==> src/rtl/ahb_mtx_in_stage_if.sv <==
// Signal bundle for one master port of the AHB matrix input stage: the master-side
// bus, the feedback from the output stage and data-phase slave, and the matrix-side request.
interface ahb_mtx_in_stage_if #(
    parameter int ADDR_WIDTH = 32
);
    logic                  HSELS;
    logic [ADDR_WIDTH-1:0] HADDRS;
    logic [1:0]            HTRANSS;
    logic                  HWRITES;
    logic [2:0]            HSIZES;
    logic [2:0]            HBURSTS;
    logic [3:0]            HPROTS;
    logic                  HMASTLOCKS;
    logic                  HREADYS;
    logic                  HREADYOUTS;
    logic [1:0]            HRESPS;

    logic                  active_in;
    logic                  readyout_in;
    logic [1:0]            resp_in;

    logic                  trans_pend;
    logic [ADDR_WIDTH-1:0] HADDR_O;
    logic [1:0]            HTRANS_O;
    logic                  HWRITE_O;
    logic [2:0]            HSIZE_O;
    logic [2:0]            HBURST_O;
    logic [3:0]            HPROT_O;
    logic                  HMASTLOCK_O;

    // The input stage itself.
    modport slave (
        input  HSELS, HADDRS, HTRANSS, HWRITES, HSIZES, HBURSTS, HPROTS, HMASTLOCKS, HREADYS,
        input  active_in, readyout_in, resp_in,
        output HREADYOUTS, HRESPS,
        output trans_pend, HADDR_O, HTRANS_O, HWRITE_O, HSIZE_O, HBURST_O, HPROT_O, HMASTLOCK_O
    );

    // The surroundings: master, output stage and data-phase slave.
    modport master (
        output HSELS, HADDRS, HTRANSS, HWRITES, HSIZES, HBURSTS, HPROTS, HMASTLOCKS, HREADYS,
        output active_in, readyout_in, resp_in,
        input  HREADYOUTS, HRESPS,
        input  trans_pend, HADDR_O, HTRANS_O, HWRITE_O, HSIZE_O, HBURST_O, HPROT_O, HMASTLOCK_O
    );
endinterface

==> src/rtl/ahb_mtx_in_stage.sv <==
// Master-side input stage of the AHB bus matrix: forwards granted address phases at
// once, holds ungranted ones and stalls the master until the output stage selects this port.
module ahb_mtx_in_stage #(
    parameter int ADDR_WIDTH = 32
) (
    input  logic                 HCLK,
    input  logic                 HRESETn,
    ahb_mtx_in_stage_if.slave    bus
);

    typedef enum logic [1:0] {
        ST_IDLE = 2'b00,
        ST_PEND = 2'b01,
        ST_DATA = 2'b10
    } state_t;

    typedef struct packed {
        logic [ADDR_WIDTH-1:0] addr;
        logic [1:0]            trans;
        logic                  write;
        logic [2:0]            size;
        logic [2:0]            burst;
        logic [3:0]            prot;
        logic                  lock;
    } addr_phase_t;

    localparam logic [1:0] TRANS_IDLE = 2'b00;
    localparam logic [1:0] TRANS_BUSY = 2'b01;
    localparam logic [1:0] RESP_OKAY  = 2'b00;

    state_t      state_q;
    state_t      state_d;
    addr_phase_t hold_q;
    addr_phase_t live;
    logic        acc;
    logic        busy_fwd;
    logic        capture;

    // Only NONSEQ/SEQ open a transfer; BUSY is passed along but never requests a slave.
    assign acc      = bus.HSELS & bus.HREADYS & bus.HTRANSS[1];
    assign busy_fwd = bus.HSELS & bus.HREADYS & (bus.HTRANSS == TRANS_BUSY);

    always_comb begin
        live.addr  = bus.HADDRS;
        live.trans = bus.HTRANSS;
        live.write = bus.HWRITES;
        live.size  = bus.HSIZES;
        live.burst = bus.HBURSTS;
        live.prot  = bus.HPROTS;
        live.lock  = bus.HMASTLOCKS;
    end

    // NOTE: every variable assigned here gets a default first, so no path can infer a latch.
    always_comb begin
        state_d = state_q;
        capture = 1'b0;
        unique case (state_q)
            ST_IDLE: begin
                if (acc) begin
                    state_d = bus.active_in ? ST_DATA : ST_PEND;
                    capture = ~bus.active_in;
                end
            end
            ST_PEND: begin
                // The master is stalled here, so any acc seen now is ignored.
                if (bus.active_in) begin
                    state_d = ST_DATA;
                end
            end
            ST_DATA: begin
                if (bus.readyout_in) begin
                    if (acc) begin
                        state_d = bus.active_in ? ST_DATA : ST_PEND;
                        capture = ~bus.active_in;
                    end else begin
                        state_d = ST_IDLE;
                    end
                end
            end
            default: state_d = ST_IDLE;
        endcase
    end

    // NOTE: state and hold registers use non-blocking assignments so every flop samples pre-edge values.
    always_ff @(posedge HCLK or negedge HRESETn) begin
        if (!HRESETn) begin
            state_q <= ST_IDLE;
        end else begin
            state_q <= state_d;
        end
    end

    always_ff @(posedge HCLK or negedge HRESETn) begin
        if (!HRESETn) begin
            hold_q <= '0;
        end else if (capture) begin
            hold_q <= live;
        end
    end

    // Matrix side shows the held phase while pending, the live master phase otherwise.
    always_comb begin
        bus.HADDR_O     = live.addr;
        bus.HWRITE_O    = live.write;
        bus.HSIZE_O     = live.size;
        bus.HBURST_O    = live.burst;
        bus.HPROT_O     = live.prot;
        bus.HMASTLOCK_O = live.lock;
        bus.HTRANS_O    = acc ? live.trans : (busy_fwd ? TRANS_BUSY : TRANS_IDLE);
        bus.trans_pend  = acc;
        bus.HREADYOUTS  = 1'b1;
        bus.HRESPS      = RESP_OKAY;
        unique case (state_q)
            ST_PEND: begin
                bus.HADDR_O     = hold_q.addr;
                bus.HTRANS_O    = hold_q.trans;
                bus.HWRITE_O    = hold_q.write;
                bus.HSIZE_O     = hold_q.size;
                bus.HBURST_O    = hold_q.burst;
                bus.HPROT_O     = hold_q.prot;
                bus.HMASTLOCK_O = hold_q.lock;
                bus.trans_pend  = 1'b1;
                bus.HREADYOUTS  = 1'b0;
            end
            ST_DATA: begin
                bus.HREADYOUTS = bus.readyout_in;
                bus.HRESPS     = bus.resp_in;
            end
            default: ;
        endcase
    end

endmodule

==> src/flat_wrapper.sv <==
// flat-port wrapper written by rule: the top's interface ports become plain ports
module ahb_mtx_in_stage_flat 
#(
    parameter int ADDR_WIDTH = 32
)
  (HCLK, HRESETn, bus_HSELS, bus_HADDRS, bus_HTRANSS, bus_HWRITES, bus_HSIZES, bus_HBURSTS, bus_HPROTS, bus_HMASTLOCKS, bus_HREADYS, bus_active_in, bus_readyout_in, bus_resp_in, bus_HREADYOUTS, bus_HRESPS, bus_trans_pend, bus_HADDR_O, bus_HTRANS_O, bus_HWRITE_O, bus_HSIZE_O, bus_HBURST_O, bus_HPROT_O, bus_HMASTLOCK_O);
  ahb_mtx_in_stage_if #(.ADDR_WIDTH(ADDR_WIDTH)) bus_i ();
  input  logic HCLK;
  input  logic HRESETn;
  input wire logic [$bits(bus_i.HSELS)-1:0] bus_HSELS;
  input wire logic [$bits(bus_i.HADDRS)-1:0] bus_HADDRS;
  input wire logic [$bits(bus_i.HTRANSS)-1:0] bus_HTRANSS;
  input wire logic [$bits(bus_i.HWRITES)-1:0] bus_HWRITES;
  input wire logic [$bits(bus_i.HSIZES)-1:0] bus_HSIZES;
  input wire logic [$bits(bus_i.HBURSTS)-1:0] bus_HBURSTS;
  input wire logic [$bits(bus_i.HPROTS)-1:0] bus_HPROTS;
  input wire logic [$bits(bus_i.HMASTLOCKS)-1:0] bus_HMASTLOCKS;
  input wire logic [$bits(bus_i.HREADYS)-1:0] bus_HREADYS;
  input wire logic [$bits(bus_i.active_in)-1:0] bus_active_in;
  input wire logic [$bits(bus_i.readyout_in)-1:0] bus_readyout_in;
  input wire logic [$bits(bus_i.resp_in)-1:0] bus_resp_in;
  output wire logic [$bits(bus_i.HREADYOUTS)-1:0] bus_HREADYOUTS;
  output wire logic [$bits(bus_i.HRESPS)-1:0] bus_HRESPS;
  output wire logic [$bits(bus_i.trans_pend)-1:0] bus_trans_pend;
  output wire logic [$bits(bus_i.HADDR_O)-1:0] bus_HADDR_O;
  output wire logic [$bits(bus_i.HTRANS_O)-1:0] bus_HTRANS_O;
  output wire logic [$bits(bus_i.HWRITE_O)-1:0] bus_HWRITE_O;
  output wire logic [$bits(bus_i.HSIZE_O)-1:0] bus_HSIZE_O;
  output wire logic [$bits(bus_i.HBURST_O)-1:0] bus_HBURST_O;
  output wire logic [$bits(bus_i.HPROT_O)-1:0] bus_HPROT_O;
  output wire logic [$bits(bus_i.HMASTLOCK_O)-1:0] bus_HMASTLOCK_O;
  assign bus_i.HSELS = bus_HSELS;
  assign bus_i.HADDRS = bus_HADDRS;
  assign bus_i.HTRANSS = bus_HTRANSS;
  assign bus_i.HWRITES = bus_HWRITES;
  assign bus_i.HSIZES = bus_HSIZES;
  assign bus_i.HBURSTS = bus_HBURSTS;
  assign bus_i.HPROTS = bus_HPROTS;
  assign bus_i.HMASTLOCKS = bus_HMASTLOCKS;
  assign bus_i.HREADYS = bus_HREADYS;
  assign bus_i.active_in = bus_active_in;
  assign bus_i.readyout_in = bus_readyout_in;
  assign bus_i.resp_in = bus_resp_in;
  assign bus_HREADYOUTS = bus_i.HREADYOUTS;
  assign bus_HRESPS = bus_i.HRESPS;
  assign bus_trans_pend = bus_i.trans_pend;
  assign bus_HADDR_O = bus_i.HADDR_O;
  assign bus_HTRANS_O = bus_i.HTRANS_O;
  assign bus_HWRITE_O = bus_i.HWRITE_O;
  assign bus_HSIZE_O = bus_i.HSIZE_O;
  assign bus_HBURST_O = bus_i.HBURST_O;
  assign bus_HPROT_O = bus_i.HPROT_O;
  assign bus_HMASTLOCK_O = bus_i.HMASTLOCK_O;
  ahb_mtx_in_stage #(.ADDR_WIDTH(ADDR_WIDTH)) u_core (.HCLK(HCLK), .HRESETn(HRESETn), .bus(bus_i));
endmodule
==> config.mk <==
export PLATFORM = sky130hd
export DESIGN_NAME = ahb_mtx_in_stage_flat
export DESIGN_NICKNAME = d
export VERILOG_FILES = /design/src/rtl/ahb_mtx_in_stage_if.sv /design/src/rtl/ahb_mtx_in_stage.sv /design/src/flat_wrapper.sv
export SDC_FILE = /design/constraint.sdc
export NUM_CORES = 1
export LEC_CHECK = 0
export CORE_MARGIN = 8
export CORE_UTILIZATION = 46
export DETAILED_ROUTE_END_ITERATION = 10
export GPL_TIMING_DRIVEN = 0
export PLACE_DENSITY = 0.95
export SETUP_SLACK_MARGIN = 0.15
export SYNTH_ARGS = -nofsm -noshare
export SYNTH_HDL_FRONTEND = slang
export SYNTH_SLANG_ARGS = --single-unit
==> constraint.sdc <==
create_clock -name HCLK -period 2.47 [get_ports HCLK]
set_clock_uncertainty 0.1 [all_clocks]
set_input_delay 0.3705 -clock HCLK [delete_from_list [all_inputs] [get_ports HCLK]]
set_output_delay 0.3705 -clock HCLK [all_outputs]
set_load 0.02 [all_outputs]
### After elaboration in Yosys (flattened, before gate mapping)

Index checks and enable logic that the tools add are counted.

* flip-flop bits (word level): 48
* bits of input ports: 54
* word-level logic and storage cells: 41

* equality and inequality tests: 6
* multiplexer cells: 21
* bitwise logic cells: 4
* reduce and logical (&&, ||, !) cells: 2

Operator list (number)
* $mux 32: 1
* $mux 2: 8
* $mux 1: 6
* $mux 3: 2
* $pmux 2 s3: 1
* $eq 2x1->1 const B: 2
* $mux 4: 1
* $ne 2x2->1 const B: 2
* $pmux 1 s2: 2
* $and 1x1->1: 3
* $reduce_and 3->1: 1
* $eq 2x2->1 const B: 1
* $logic_not 2->1: 1
* $ne 2x1->1 const B: 1
* $not 1->1: 1

### Logic depth before layout (Yosys ltp)

Gate-level depths: netlist of run 1.

* depth in word-level cells: 5
* mapped depth: 5
* gate-level depth less buffers: 3

### Worst setup path after synthesis of run 1

Ideal clock, no wire load.

* path type: register to output
* start: register u_core.state_q[1]
* end: output port bus_HTRANS_O[0]
* data arrival time: 1.332 ns
* slack: 0.668 ns
* cell stages (with the launch flop): 5
* path through: dfrtp_1 -> nand2b_1 -> clkbuf_1 -> buf_2 -> o21ai_0

* word-level cells in the longest chain between the ends: 2

Ends and longest elaborated chain
* start, declared: RTL line ahb_mtx_in_stage.sv:31 `state_t state_q;`
* start signal, assigned: RTL line ahb_mtx_in_stage.sv:89 `state_q <= state_d;`
* $eq 2x1->1: RTL line ahb_mtx_in_stage.sv:113 `unique case (state_q)`
* $mux 2: RTL line ahb_mtx_in_stage.sv:113
* end, declared: RTL line flat_wrapper.sv:26 `output wire logic [$bits(bus_i.HTRANS_O)-1:0] bus_HTRANS_O;`

Every way passes these cells.

### Final worst setup path of run 1

* start: register u_core.state_q[1]
* end: output port bus_trans_pend

* word-level cells in the longest chain between the ends: 2

Ends and longest elaborated chain
* $eq 2x1->1: RTL line ahb_mtx_in_stage.sv:113
* $mux 1: RTL line ahb_mtx_in_stage.sv:113
* end, declared: RTL line flat_wrapper.sv:24 `output wire logic [$bits(bus_i.trans_pend)-1:0] bus_trans_pend;`

Every way passes these cells.

==> results of run 1 <==
-- cell families after synthesis --
| family | synth area share, % |
|---|---|
| mux | 41.7 |
| flops | 49.5 |
| buf+inv | 4.43 |
| simple gates | 1.91 |
| compound gates | 2.52 |
-- what timing repair did --
action / in CTS / in global routing
hold buffers: 1 / 0
setup endpoints to repair: 48 / 44
buffers inserted: 1 / 0
resized for setup: 57 / 57
hold endpoints to repair: 23 / 0
-- area by class of cell --
cell class                      instances  area share, %
Inverter                                5          0.511
Sequential cell                        48           32.8
Multi-Input combinational cell        104           30.5
Clock buffer                            8           2.45
Buffer                                 11           3.68
Tap cell                               70           2.39
Timing Repair Buffer                  106           27.7
-- stage by stage --
stage          cell area, um^2  TNS [ns]  hold WS (ns)  utilization [%]
3_5_place_dp              3560  -0.00540         0.300             69.7
2_1_floorplan             2430         0       -0.0251                -
5_1_grt                   3670         0         0.399             71.9
6_report                  3670         0         0.369             71.9
4_1_cts                   3640         0         0.373             71.2
3_3_place_gp              3550    -23.51         0.358             69.5
-- worst max-delay path, delay by kind of cell (launching register included) --
family	cells	cell delay (ns)
simple gates	2	0.20
buf+inv	3	0.88
flops	1	0.38
-- synthesized netlist by cell type (all sizes together) --
cell	count	area [um^2]
nand2	1	3.75
o21ai	2	10.0
clkbuf	1	3.75
nand4	1	6.26
o21bai	1	7.51
inv	5	18.8
mux2	89	1000
dfrtp	48	1200
nand2b	2	12.5
o21a	1	7.51
buf	10	85.1
nand3	1	10.0
or2	1	6.26
o2bb2ai	1	8.76
nor2	2	7.51
mux2i	1	10.0
a2111oi	1	27.5
-- state kept, by name, summed over array words and instances (netlist names) --
register	count
u_core.hold_q	46
u_core.state_q	2
-- metal layers --
metal  vias to the layer above  share of wire, %  global-route usage, %
met1                       878                41                   17.1
met3                         6               7.0                   5.94
li1                        826                 -                      -
met4                         0              0.80                   3.99
met2                        56                51                   26.8
met5                         -                 0                      0
-- power breakdown --
part	switching, uW	internal [uW]
registers	88.8	984
clock network	249	229
logic	259	358
-- worst min-delay path by stage --
stage	to	startpoint	slack [ns]
finish	u_core.hold_q[13]$_DFFE_PN0P_	u_core.hold_q[13]$_DFFE_PN0P_	0.37
global route	u_core.hold_q[43]$_DFFE_PN0P_	u_core.hold_q[43]$_DFFE_PN0P_	0.40
CTS	u_core.hold_q[13]$_DFFE_PN0P_	u_core.hold_q[13]$_DFFE_PN0P_	0.37
detailed placement	u_core.hold_q[3]$_DFFE_PN0P_	HRESETn	0.30
global placement	u_core.hold_q[13]$_DFFE_PN0P_	u_core.hold_q[13]$_DFFE_PN0P_	0.36
floorplan	u_core.hold_q[0]$_DFFE_PN0P_	HRESETn	-0.03
==> flow_metrics.tcl, run 1 <==
set metrics [dict create \
    crit_path_start "u_core.state_q[1]$_DFFE_PN0P_" \
    maxSlewViolCount 0 \
    tightest_slew_ns 0.577 \
    via_count 1766 \
    drt_iter0_drc 22 \
    p_leak_uw 0.00159 \
    post-route-period-util_pct 90.5 \
    final_cell_mix "mux2_2, clkdlybuf4s50_1, dfrtp_1" \
    regToRegSetupSlack_ns 0.67 \
    antenna_left 0 \
    register_area_um2 1200 \
    grt_pass1_vias 1918 \
    r2r-start "u_core.state_q[1]$_DFFE_PN0P_" \
    fin_total_pwr_uw 2170 \
    cts.reportedPaths.clkPinSlew_ns 0.08 \
    grt_pass1_wl_um 9390 \
    p_per_area_nw_per_um2 590 \
    crit_required_ns 2.00 \
    maxCapViolations 0 \
    finalNetCount 335 \
    ys_seq_area_share_pct 49.5 \
    cp_cell_sequence "nand2b_1 > buf_6 > buf_6 > nand2_1 > clkdlybuf4s50_1" \
    netlist-cell-type-count 21 \
    track_usage_pct 15.4 \
    fin_cells 352 \
    multi_input_area_um2 1120 \
    cp-end-kind "output port" \
    critPathLaunchType "flip-flop" \
    status "complete, no violations" \
    drive_above_1_share_pct 33.0 \
    crit_slowest_cell "clkdlybuf4s50_1" \
    max_slew_margin_pct 61.5 \
    synth_area_per_cell_um2 14.5 \
    clock_latency_ns 0.29 \
    post-route-min-period_ns 2.24 \
    h-tree-depth 2 \
    portBuffers 103 \
    max_freq_mhz 447 \
    core_area_um2 5110 \
    antenna_found_initial 0 \
    boundaryPins 104 \
    rsz0062_at_grt "true" \
    ir_drop_uv 313 \
    hold_class "flip-flop to flip-flop" \
    wire_per_inst_um 16.8 \
    clk_path_buf_depth 2 \
    arrival_ns 1.77 \
    cts_root_buf "clkbuf_8" \
    setup_ws_ns 0.234 \
    synth_seq_cells 48 \
    dieHeight_um 88.7 \
    cpPeakStageDelay_ns 0.60 \
    n_antenna_cell 0 \
    r2r_cells 5 \
    gp_congestion 0.697 \
    synth_area_um2 2430 \
    die_area_um2 7860 \
    hold_viol 0 \
    path_max_fanout 10 \
    die_x_um 88.7 \
    dpl_worst_slack_ns -0.00540 \
    endpoint "bus_trans_pend" \
    hold_depth 1 \
    cts_made_buffers 5 \
    cpMostUsedCell "buf_6" \
    grt_overflow 0 \
    route.detailed.drc 0 \
    drt-pass1-iter-count 4 \
    fillers 402 \
    dp_cells 342 \
    vias_per_cell 5.02 \
    start_util_pct 47.6 \
    wirelength_um 5900 \
    cts_tree "built" \
    synth.net_count 222 \
    final_common_cell "mux2_2" \
    clock_sinks 48 \
    yosys_warnings 0 \
    grt_max_degree 26 \
    syn_inst 168 \
    setup_viol 0 \
    rows 26 \
    dp_hpwl_um 4550 \
    syn2layout_area_growth_pct 51.2 \
    criticalPathCategory "flip-flop to output port" \
    timing.rr.end "u_core.hold_q[15]$_DFFE_PN0P_" \
]
Power figures use the tool's default switching activity.
==> run 2: changes to the inputs <==
--- a/config.mk
+++ b/config.mk
@@ -11,6 +11,7 @@
 export GPL_TIMING_DRIVEN = 0
 export PLACE_DENSITY = 0.95
 export SETUP_SLACK_MARGIN = 0.15
+export SKIP_CTS_REPAIR_TIMING = 1
 export SYNTH_ARGS = -nofsm -noshare
 export SYNTH_HDL_FRONTEND = slang
 export SYNTH_SLANG_ARGS = --single-unit
==> run 2 against run 1 <==
  * Worst hold slack hardly changed
  * Cell count is 0.28% lower
  * Routed wire length is 3.6% higher
  * Fmax is 1.6% lower
  * Critical endpoint is now bus_HBURST_O[0]
  * Largest cell class is now non-clock buffers
  * Largest power group unchanged
==> flow_metrics.tcl, run 2 (same netlist as run 1, synthesis figures left out) <==
set metrics [dict create \
    rows 26 \
    p_leak_uw 0.00201 \
    clock_sinks 48 \
    hold_viol 0 \
    dpl_cell_area_um2 3560 \
    clock_latency_ns 0.29 \
    drt_iter0_drc 24 \
    ir_drop_uv 318 \
    grt_pass1_wl_um 9390 \
    critPathLaunchType "flip-flop" \
    cp_cell_sequence "nand2b_1 > clkbuf_2 > buf_4 > mux2_2 > dlymetal6s2s_1" \
    portBuffers 103 \
    boundaryPins 104 \
    hold_class "flip-flop to flip-flop" \
    fin_total_pwr_uw 2190 \
    dp_hpwl_um 4550 \
    max_freq_mhz 440 \
    wire_per_inst_um 17.4 \
    r2r-start "u_core.state_q[1]$_DFFE_PN0P_" \
    die_area_um2 7860 \
    regToRegSetupSlack_ns 0.75 \
    clk_path_buf_depth 2 \
    fin_cells 351 \
    min_to "u_core.hold_q[13]$_DFFE_PN0P_" \
    maxCapViolations 0 \
    dpl_worst_slack_ns -0.00540 \
    crit_slowest_cell "dfrtp_1" \
    crit_required_ns 2.00 \
    syn2layout_area_growth_pct 56.6 \
    cpPeakStageDelay_ns 0.41 \
    cts_tree "built" \
    antenna_found_initial 0 \
    die_x_um 88.7 \
    drive_above_1_share_pct 29.5 \
    timing.rr.end "u_core.hold_q[15]$_DFFE_PN0P_" \
    criticalPathCategory "flip-flop to output port" \
    via_count 1736 \
    final_core_util_pct 74.5 \
    hold_depth 1 \
    r2r_cells 4 \
    status "complete, no violations" \
    top_regs "u_core.hold_q x46, u_core.state_q x2" \
    vias_per_cell 4.95 \
    track_usage_pct 15.4 \
    finalNetCount 334 \
    path_delay_family "buffers and inverters" \
    largest_reg_flops 46 \
    gp_congestion 0.697 \
    drt-pass1-iter-count 4 \
    grt_pass1_vias 1911 \
    maxSlewViolCount 0 \
    cp.buffers_inverters 3 \
    dp_cells 342 \
    route.detailed.drc 0 \
    regMostFlops "u_core.hold_q" \
    cts_made_buffers 5 \
    start_util_pct 47.6 \
    final_area_um2 3800 \
    path_max_fanout 10 \
    cts_root_buf "clkbuf_8" \
    wirelength_um 6110 \
    final_common_cell "mux2_2" \
    fillers 369 \
    register_area_um2 1200 \
    rsz0062_at_grt "true" \
    tightest_slew_ns 0.580 \
    setup_ws_ns 0.199 \
    cp-end-kind "output port" \
    grt_max_degree 26 \
    n_antenna_cell 0 \
    antenna_left 0 \
    dieHeight_um 88.7 \
    max_slew_margin_pct 61.3 \
    p_per_area_nw_per_um2 576 \
    final_cell_mix "mux2_2, clkdlybuf4s50_1, dlymetal6s2s_1, dfrtp_1, mux2_1" \
    worstHoldStart "u_core.hold_q[13]$_DFFE_PN0P_" \
    post-route-min-period_ns 2.27 \
    h-tree-depth 2 \
    cts.reportedPaths.clkPinSlew_ns 0.08 \
    grt_overflow 0 \
    setup_viol 0 \
    arrival_ns 1.80 \
    multi_input_area_um2 1120 \
    post-route-period-util_pct 91.9 \
    core_area_um2 5110 \
]
run 2: cell count changes in the layout (fill, tap and decap cells not counted):
cell             change
buf_4                +2
dfrtp_1              +1
dfrtp_2              -1
buf_6                -2
clkdlybuf4s15_1     -34
dlygate4sd2_1        -5
dlymetal6s2s_1      +48
clkdlybuf4s50_1      -1
buf_8                -2
clkbuf_2             -7
run 2: worst reg2reg max path: stages, from the launching register on:
cell	delay, ns
dfrtp_1	0.42
a2111oi_4	0.37
buf_6	0.23
buf_6	0.17
mux2_1	0.33
run 2: final cells by class:
cell class | instances | area share, %
plain buffers | 11 | 2.89
well taps | 70 | 2.30
multi-input cells | 104 | 29.4
repair buffers | 105 | 30.9
inverters | 5 | 0.493
clock buffers | 8 | 2.37
flip-flops and latches | 48 | 31.6
run 2: routing by layer:
layer	vias to the layer above	share of wire (%)	GRT usage, %
li1	825	-	-
met1	851	41	17.4
met2	54	52	26.6
met3	6	6.5	5.94
met4	0	0.83	3.69
met5	-	0	0
run 2: through the flow:
step	setup TNS, ns	hold slack [ns]
finish	0	0.369
floorplan	0	-0.0251
global placement	-23.51	0.358
global route	0	0.399
CTS	-13.96	-0.0234
detailed placement	-0.00540	0.300
run 2: worst max path at each step:
stage | from | endpoint | slack [ns] | cells after the start
6_report | u_core.state_q[1]$_DFFE_PN0P_ | bus_HBURST_O[0] | 0.20 | 5
5_1_grt | u_core.state_q[0]$_DFFE_PN0P_ | bus_HBURST_O[0] | 0.08 | 5
4_1_cts | u_core.state_q[1]$_DFFE_PN0P_ | bus_HADDR_O[3] | -0.35 | 5
3_5_place_dp | u_core.state_q[1]$_DFFE_PN0P_ | bus_HADDR_O[3] | -0.005 | 5
3_3_place_gp | HRESETn | u_core.hold_q[37]$_DFFE_PN0P_ | -0.49 | 1
2_1_floorplan | u_core.state_q[1]$_DFFE_PN0P_ | bus_HTRANS_O[0] | 0.67 | 4
run 2: where the power goes:
group          internal, uW  switching [uW]  total [uW]  leakage [uW]
Combinational           378             256         635       0.00139
Clock                   229             254         482     0.0000455
Sequential              983            91.3        1070      0.000578
Total                  1590             601        2190       0.00201
==> run 3: changes to the inputs <==
--- a/config.mk
+++ b/config.mk
@@ -8,8 +8,7 @@
 export CORE_MARGIN = 8
 export CORE_UTILIZATION = 46
 export DETAILED_ROUTE_END_ITERATION = 10
-export GPL_TIMING_DRIVEN = 0
-export PLACE_DENSITY = 0.95
+export PLACE_DENSITY = 0.86
 export SETUP_SLACK_MARGIN = 0.15
 export SKIP_CTS_REPAIR_TIMING = 1
 export SYNTH_ARGS = -nofsm -noshare
==> run 3 against run 2 <==
  * Register-to-register slack got worse by 0.04 ns
  * Sequential power barely moved
  * Power fell by 1.1%
  * Largest cell class unchanged
  * Critical endpoint is now bus_HRESPS[0]
  * Core utilization fell by 1.1 points
  * Critical path type unchanged
  * Design area fell by 1.5%
  * Worst hold slack improved by 0.0085 ns
  * Cell count fell by 1.7%
  * Clock power fell by 2%
==> flow_metrics.tcl, run 3 (same netlist as run 1, synthesis figures left out) <==
set metrics [dict create \
    n_antenna_cell 0 \
    clk_path_buf_depth 2 \
    hold_viol 0 \
    post-route-min-period_ns 2.17 \
    antenna_found_initial 0 \
    p_leak_uw 0.00199 \
    max_slew_margin_pct 70.1 \
    finalNetCount 328 \
    wirelength_um 5720 \
    largest_reg_flops 46 \
    antenna_left 0 \
    criticalPathCategory "flip-flop to output port" \
    status "complete, no violations" \
    dpl_cell_area_um2 3530 \
    gp_congestion 0.705 \
    worstHoldStart "u_core.hold_q[13]$_DFFE_PN0P_" \
    cp-end-kind "output port" \
    cts_tree "built" \
    max_freq_mhz 460 \
    clock_sinks 48 \
    crit_required_ns 2.00 \
    grt_pass1_wl_um 9040 \
    maxSlewViolCount 0 \
    dieHeight_um 88.7 \
    final_area_um2 3750 \
    clock_latency_ns 0.29 \
    via_count 1688 \
    track_usage_pct 14.7 \
    route.detailed.drc 0 \
    top_regs "u_core.hold_q x46, u_core.state_q x2" \
    cts.reportedPaths.clkPinSlew_ns 0.08 \
    dpl_worst_slack_ns 0.0339 \
    vias_per_cell 4.89 \
    dp_hpwl_um 4380 \
    finalSetupTns_ns 0 \
    hold_depth 1 \
    portBuffers 103 \
    hold_class "flip-flop to flip-flop" \
    h-tree-depth 2 \
    critPathLaunchType "flip-flop" \
    timing.rr.end "u_core.hold_q[24]$_DFFE_PN0P_" \
    die_x_um 88.7 \
    grt_overflow 0 \
    wire_per_inst_um 16.6 \
    arrival_ns 1.70 \
    r2r_cells 3 \
    post-route-period-util_pct 88.0 \
    cts_root_buf "clkbuf_8" \
    drt_iter0_drc 53 \
    fin_total_pwr_uw 2170 \
    path_max_fanout 4 \
    rows 26 \
    drt-pass1-iter-count 3 \
    drive_above_1_share_pct 28.4 \
    boundaryPins 104 \
    syn2layout_area_growth_pct 54.3 \
    rsz0062_at_grt "false" \
    grt_pass1_vias 1888 \
    regToRegSetupSlack_ns 0.71 \
    regMostFlops "u_core.hold_q" \
    start_util_pct 47.6 \
    min_to "u_core.hold_q[13]$_DFFE_PN0P_" \
    final_common_cell "mux2_2" \
    r2r-start "u_core.state_q[0]$_DFFE_PN0P_" \
    maxCapViolations 0 \
    setup_ws_ns 0.296 \
    p_per_area_nw_per_um2 579 \
    core_area_um2 5110 \
    ir_drop_uv 342 \
    setup_viol 0 \
    die_area_um2 7860 \
    tightest_slew_ns 0.449 \
    final_cell_mix "mux2_2, clkdlybuf4s50_1, dlymetal6s2s_1, dfrtp_1, mux2_1" \
    cts_made_buffers 5 \
    grt_max_degree 33 \
]
[run 3: cell count changes in the layout (fill, tap and decap cells not counted)]
cell	change
clkbuf_2	-1
buf_8	-2
buf_6	-4
nand2b_2	+1
buf_12	+1
nand2b_1	-1
[run 3: how the worst max path moves through the flow]
| stage | from | slack [ns] | cells after the start | end |
|---|---|---|---|---|
| 3_5_place_dp | bus_HSELS | 0.03 | 5 | u_core.hold_q[24]$_DFFE_PN0P_ |
| 6_report | u_core.state_q[0]$_DFFE_PN0P_ | 0.30 | 3 | bus_HRESPS[0] |
| 5_1_grt | u_core.state_q[0]$_DFFE_PN0P_ | 0.19 | 3 | bus_HRESPS[1] |
| 2_1_floorplan | u_core.state_q[1]$_DFFE_PN0P_ | 0.67 | 4 | bus_HTRANS_O[0] |
| 3_3_place_gp | bus_HREADYS | 0.12 | 5 | u_core.hold_q[25]$_DFFE_PN0P_ |
| 4_1_cts | u_core.state_q[1]$_DFFE_PN0P_ | -0.05 | 4 | bus_HADDR_O[9] |
[run 3: worst max-delay path, cell delays in order (launching register included)]
cell             delay [ns]
dfrtp_1                0.44
nand2b_1               0.24
nor2_1                 0.12
clkdlybuf4s50_1        0.62
[run 3: stage by stage]
stage,instances,utilization (%),hold WS (ns)
floorplan,168,-,-0.0251
global placement,336,69.0,0.240
detailed placement,336,69.0,0.237
CTS,344,70.8,-0.0843
global route,345,73.3,0.393
finish,345,73.3,0.378
[run 3: power breakdown]
| part | total, uW | switching (uW) | internal [uW] |
|---|---|---|---|
| logic | 624 | 251 | 373 |
| clock network | 470 | 241 | 229 |
| registers | 1070 | 91.4 | 983 |
| total | 2170 | 583 | 1580 |
[run 3: routing by layer]
metal / global-route usage [%] / share of wire, % / vias to the layer above
met1: 17.2 / 41 / 818
met3: 6.96 / 8.3 / 2
met2: 23.7 / 51 / 61
met4: 3.23 / 0.28 / 0
li1: - / - / 807
met5: 0 / 0 / -
[run 3: final cells by class]
class	count	area, um^2
Multi-Input combinational cell	104	1120
Sequential cell	48	1200
Tap cell	70	87.6
Fill cell	352	1360
Inverter	5	18.8
Clock buffer	8	90.1
Timing Repair Buffer	110	1230
